--- config.mk ---
export PLATFORM = sky130hd
export DESIGN_NAME = segment_wr_ctrl
export DESIGN_NICKNAME = d
export VERILOG_FILES = /design/src/rtl/segment_wr_ctrl.sv
export SDC_FILE = /design/constraint.sdc
export NUM_CORES = 1
export LEC_CHECK = 0
export CAP_MARGIN = 20
export CORE_AREA = 2 2 530 532
export CTS_CLUSTER_SIZE = 28
export DETAILED_ROUTE_END_ITERATION = 8
export DIE_AREA = 0 0 532 534
export MAX_ROUTING_LAYER = met4
export PLACE_DENSITY_LB_ADDON = 0.05
export SLEW_MARGIN = 10
export SYNTH_ARGS = -nofsm -noshare
export SYNTH_HDL_FRONTEND = slang
export SYNTH_SLANG_ARGS = --single-unit
--- constraint.sdc ---
create_clock -name clk -period 12.2 [get_ports clk]
set_clock_uncertainty 0.15 [all_clocks]
set_input_delay 2.44 -clock clk [delete_from_list [all_inputs] [get_ports clk]]
set_output_delay 2.44 -clock clk [all_outputs]
set_load 0.02 [all_outputs]
--- src/rtl/segment_wr_ctrl.sv ---
`timescale 1ns/1ps
`default_nettype none
// +----------------------------------------------------------------------------+
// | segment_wr_ctrl: streams 4*size lines to four DMA segments, waits for acks |
// | Optional: SEGMENT_WR_CTRL_PERF_EN adds perf_cycles.   Revision: 1.0        |
// +----------------------------------------------------------------------------+
module segment_wr_ctrl #(
  parameter int ADDR_WIDTH = 64,
  parameter int SIZE_WIDTH = 17,
  parameter int DATA_WIDTH = 512
) (
  input  logic                  clk,
  input  logic                  rst,
  input  logic                  go,
  input  logic [ADDR_WIDTH-1:0] wr_addr_s0,
  input  logic [ADDR_WIDTH-1:0] wr_addr_s1,
  input  logic [ADDR_WIDTH-1:0] wr_addr_s2,
  input  logic [ADDR_WIDTH-1:0] wr_addr_s3,
  input  logic [SIZE_WIDTH-1:0] size,
  output logic                  done,
  input  logic                  in_valid,
  input  logic [DATA_WIDTH-1:0] in_data,
  output logic                  in_ready,
  output logic                  dma_wr_en,
  output logic [ADDR_WIDTH-1:0] dma_wr_addr,
  output logic [DATA_WIDTH-1:0] dma_wr_data,
  input  logic                  dma_wr_full,
  input  logic                  dma_wr_ack
`ifdef SEGMENT_WR_CTRL_PERF_EN
  ,
  output logic [31:0]           perf_cycles
`endif
);

  localparam int CNT_W = SIZE_WIDTH + 2;

  typedef enum logic [1:0] {
    IDLE     = 2'd0,
    WRITE    = 2'd1,
    WAIT_ACK = 2'd2,
    DONE     = 2'd3
  } state_t;

  state_t                         state_q, state_d;
  logic [3:0][ADDR_WIDTH-1:0]     base_q, base_d;
  logic [SIZE_WIDTH-1:0]          size_q, size_d;
  logic [SIZE_WIDTH-1:0]          line_idx_q, line_idx_d;
  logic [1:0]                     seg_q, seg_d;
  logic [CNT_W-1:0]               ack_cnt_q, ack_cnt_d;
  logic                           done_q, done_d;
  logic                           w_writing;
`ifdef SEGMENT_WR_CTRL_PERF_EN
  logic [31:0]                    perf_q, perf_d;
  assign perf_cycles = perf_q;
`endif

  // A zero-size transfer must not accept or issue any line.
  assign w_writing   = (state_q == WRITE) && (size_q != '0);
  assign in_ready    = w_writing && !dma_wr_full;
  assign dma_wr_en   = w_writing && in_valid && !dma_wr_full;
  assign dma_wr_data = in_data;
  assign dma_wr_addr = base_q[seg_q] + ADDR_WIDTH'({line_idx_q, 6'b00_0000});
  assign done        = done_q;

  always_comb begin
    state_d    = state_q;
    base_d     = base_q;
    size_d     = size_q;
    line_idx_d = line_idx_q;
    seg_d      = seg_q;
    ack_cnt_d  = ack_cnt_q;
    done_d     = done_q;
`ifdef SEGMENT_WR_CTRL_PERF_EN
    perf_d     = perf_q;
    if ((state_q == WRITE || state_q == WAIT_ACK) && perf_q != 32'hFFFF_FFFF)
      perf_d = perf_q + 32'd1;
`endif

    if (state_q != IDLE && dma_wr_ack)
      ack_cnt_d = ack_cnt_q + CNT_W'(1);

    case (state_q)
      IDLE, DONE: begin
        if (go) begin
          base_d     = {wr_addr_s3, wr_addr_s2, wr_addr_s1, wr_addr_s0};
          size_d     = size;
          line_idx_d = '0;
          seg_d      = 2'd0;
          ack_cnt_d  = '0;
          done_d     = 1'b0;
          state_d    = WRITE;
`ifdef SEGMENT_WR_CTRL_PERF_EN
          perf_d     = '0;
`endif
        end
      end
      WRITE: begin
        if (size_q == '0) begin
          state_d = WAIT_ACK;
        end else if (dma_wr_en) begin
          if (line_idx_q == size_q - SIZE_WIDTH'(1)) begin
            line_idx_d = '0;
            seg_d      = seg_q + 2'd1;
            if (seg_q == 2'd3)
              state_d = WAIT_ACK;
          end else begin
            line_idx_d = line_idx_q + SIZE_WIDTH'(1);
          end
        end
      end
      WAIT_ACK: begin
        if (ack_cnt_q == {size_q, 2'b00}) begin
          state_d = DONE;
          done_d  = 1'b1;
        end
      end
      default: state_d = IDLE;
    endcase
  end

  always_ff @(posedge clk) begin
    if (rst) begin
      state_q    <= IDLE;
      base_q     <= '0;
      size_q     <= '0;
      line_idx_q <= '0;
      seg_q      <= 2'd0;
      ack_cnt_q  <= '0;
      done_q     <= 1'b0;
`ifdef SEGMENT_WR_CTRL_PERF_EN
      perf_q     <= '0;
`endif
    end else begin
      state_q    <= state_d;
      base_q     <= base_d;
      size_q     <= size_d;
      line_idx_q <= line_idx_d;
      seg_q      <= seg_d;
      ack_cnt_q  <= ack_cnt_d;
      done_q     <= done_d;
`ifdef SEGMENT_WR_CTRL_PERF_EN
      perf_q     <= perf_d;
`endif
    end
  end

endmodule
`default_nettype wire

==> run metrics <==
Peak VDD IR around 0.095 mV; H-Tree Depth 2; DRC Markers 0; final instance area 24870 µm²; 1st-pass router iterations 5; Synth Area in Compound Gates 10.17%; number of synthesized flops with an enable pin 0; Commonest cells post-synth nand2_1, buf_4, dfxtp_1; critical path arrival 6.38 ns; # fillers 32320; Final Max Tran Viols 0; Tightest Pin Transition about 1.1 ns; via count 15170; Vias/cell 2.548; main combinational cell family by area after synthesis buffers and inverters; Largest delay share family, worst path buffers and inverters; Critical Path Fanout Max 27; total chip power 4.164 mW; P_leak 7.748 nW; Min-Delay Path Class reg2reg; Mapped Cells 2358; Mapped Nets 3176; Area after DPL 22920 µm²; largest area contributor in the netlist dfxtp_1; crit end category primary output; Avg Cell Area, Syn 8.045 µm²; Detail Placement HPWL 95820 µm; Reg clk slew, reported paths 0.06 ns; layout cells sized above 1 under 10%; Tmin final 8.967 ns; vias in the first global route 16300; CTS Buffer Depth 3; critical path's largest stage delay 0.74 ns; met2 GRT Util 14.07%; cts bufs inserted 54; sequential cell area approximately 6300 µm²; Rows 194; slowest CP cell dfxtp_4; simple-gate portion of the synthesized area between 10% and 20%; total wire length 119400 µm; Post-DRT Antenna Nets 0; Die H ~530 µm; Max Fclk 0.1115 GHz; required time worst endpoint 9.61 ns; routability cong. 0.6777; final setup TNS 0 ns; Iteration-0 DRC Markers 537; met3 usage 3.801%; synthesized area 18970 µm²; Yosys top cell area share 33.14%; CTS tree yes; CP most frequent cell buf_4; final hold violations 0; port bufs 345; status complete, no violations; max_cap viols 0; GR Util met1 7.786%; Synth Flop Type dfxtp_1; Synth Area in XOR/XNOR under 10%; critical path launch point type flop; Die Wd about 530 µm; most frequent cell after synthesis nand2_1; Max-slew headroom ~29%; clk_lat worst skew between 0.6 and 0.7 ns; Buf/Inv on CP 5; DIE AREA 284100 µm²; final setup fails 0; area grow syn2layout 31.12%; first-pass GRT wire length 156400 µm; register area share after synthesis around 33%; Congestion Overflow GR 0; post-layout net count 2961; clk sinks 314; synth top area cells dfxtp_1, buf_4, nand2_1; hold_buf cts 0; Resized cells post-CTS 0; largest net degree at the start of global routing 157; area of the multi-input gates roughly 8300 µm²; Period Utilization, post-route between 70 and 80%; average wire per standard cell ~20 µm; total track usage 8.390%; crit path kind reg2out; Adder-Cell Fraction of Synth Area 1.820%; Most Crowded Layer GR met2; Setup Fix Bufs, Post-CTS 0; Synth cell types between 60 and 70; post-synthesis mux area share 7.763%; Final Hold Slack 0.3010 ns; Seq cells post-synth 314; Post-synth ARST share 0%; RSZ-0062 raised after global routing false; Power per Cell Area between 150 and 200 nW/µm²; Ys Warns 0; Clock Root Buffer clkbuf_16; Ports 1370; initial antenna violation count 81; Initial Util 6.813%; crit-path cells buf_4 -> mux4_2 -> ha_1 -> and3_1 -> nand3_1 -> inv_1 -> a311oi_1 -> buf_4 -> a32oi_2 -> buf_4 -> nor2b_1 -> nand4b_1 -> xnor2_1 -> clkdlybuf4s50_1; Core Region 278400 µm²
-- stage by stage --
step / cells / setup slack, ns / util, %
after floorplan: 2358 / 4.473 / -
after global placement: 5811 / 3.359 / 8.233
after detailed placement: 5811 / 3.514 / 8.233
after CTS: 5906 / 2.691 / 8.891
after global routing: 5949 / 2.522 / 8.929
final: 5954 / 3.233 / 8.934
-- worst paths after layout --
kind | start | depth (start not counted) | slack [ns] | end
min | base_q[104]$_SDFFE_PP0P_ | 2 | 0.30 | base_q[104]$_SDFFE_PP0P_
max | seg_q[1]$_SDFFE_PP0P_ | 14 | 3.23 | dma_wr_addr[45]
max reg2reg | size_q[1]$_SDFFE_PP0P_ | 10 | 8.21 | state_q[0]$_SDFFE_PP0P_
min reg2reg | base_q[104]$_SDFFE_PP0P_ | 2 | 0.30 | base_q[104]$_SDFFE_PP0P_
-- sequential cells by signal (all words and copies together) (netlist names) --
| name | cells |
|---|---|
| base_q | 256 |
| ack_cnt_q | 19 |
| line_idx_q | 17 |
| size_q | 17 |
| seg_q | 2 |
| state_q | 2 |
| done | 1 |
-- kinds of logic (layout without fill, tap and decap cells) --
family	count (synthesis)	after routing
AND/OR/NAND/NOR	817	817
buffers and inverters	656	480
AO/OA/AOI/OAI	355	355
flip-flops	314	314
XOR/XNOR	122	122
multiplexers	67	67
adder cells (fa/ha/maj)	27	27
other	0	48
-- worst register-to-register path, stage by stage (launching register included) --
cell     delay [ns]
dfxtp_1        0.44
inv_1          0.12
ha_1           0.26
or4b_1         0.69
o31a_1         0.37
or4_1          0.49
and3_1         0.18
a211o_1        0.31
nor4b_4        0.39
a22o_4         0.19
mux2_1         0.31
-- power breakdown --
group | switching, mW | leakage (nW) | total [mW] | internal, mW
Clock | 0.626 | 0.901 | 1.63 | 1.00
Sequential | 0.126 | 2.57 | 1.32 | 1.19
Combinational | 0.768 | 4.27 | 1.21 | 0.446
Total | 1.52 | 7.75 | 4.16 | 2.64
-- cell usage in the layout (no fill, tap or decap), types with 7 or more instances in the layout --
master / instances
xor2_1: 46
nand2_1: 599
and2_1: 10
nand4_1: 20
nor2b_1: 7
o21ai_0: 14
ha_1: 26
clkbuf_1: 11
clkbuf_16: 55
and3_1: 14
mux4_2: 64
a21o_1: 12
xnor2_1: 76
nor3_1: 16
a21oi_1: 299
nor2_1: 81
dfxtp_1: 312
clkbuf_8: 13
diode_2: 48
clkdlybuf4s50_1: 344
nand3_1: 25
inv_1: 21
buf_4: 18
-- metal layers --
layer	vias up	share of wire [%]
met3	409	10
li1	6923	-
met4	0	7.0
met5	-	0
met2	754	48
met1	7086	34
-- final cells by class --
type	instances	area share, %
multi-input cells	1388	33.28
flip-flops and latches	314	25.30
well taps	3724	18.73
repair buffers	364	14.53
clock buffers	79	6.419
clock inverters	16	0.9407
diodes	48	0.4829
inverters	21	0.3169
Power figures use the tool's default switching activity.
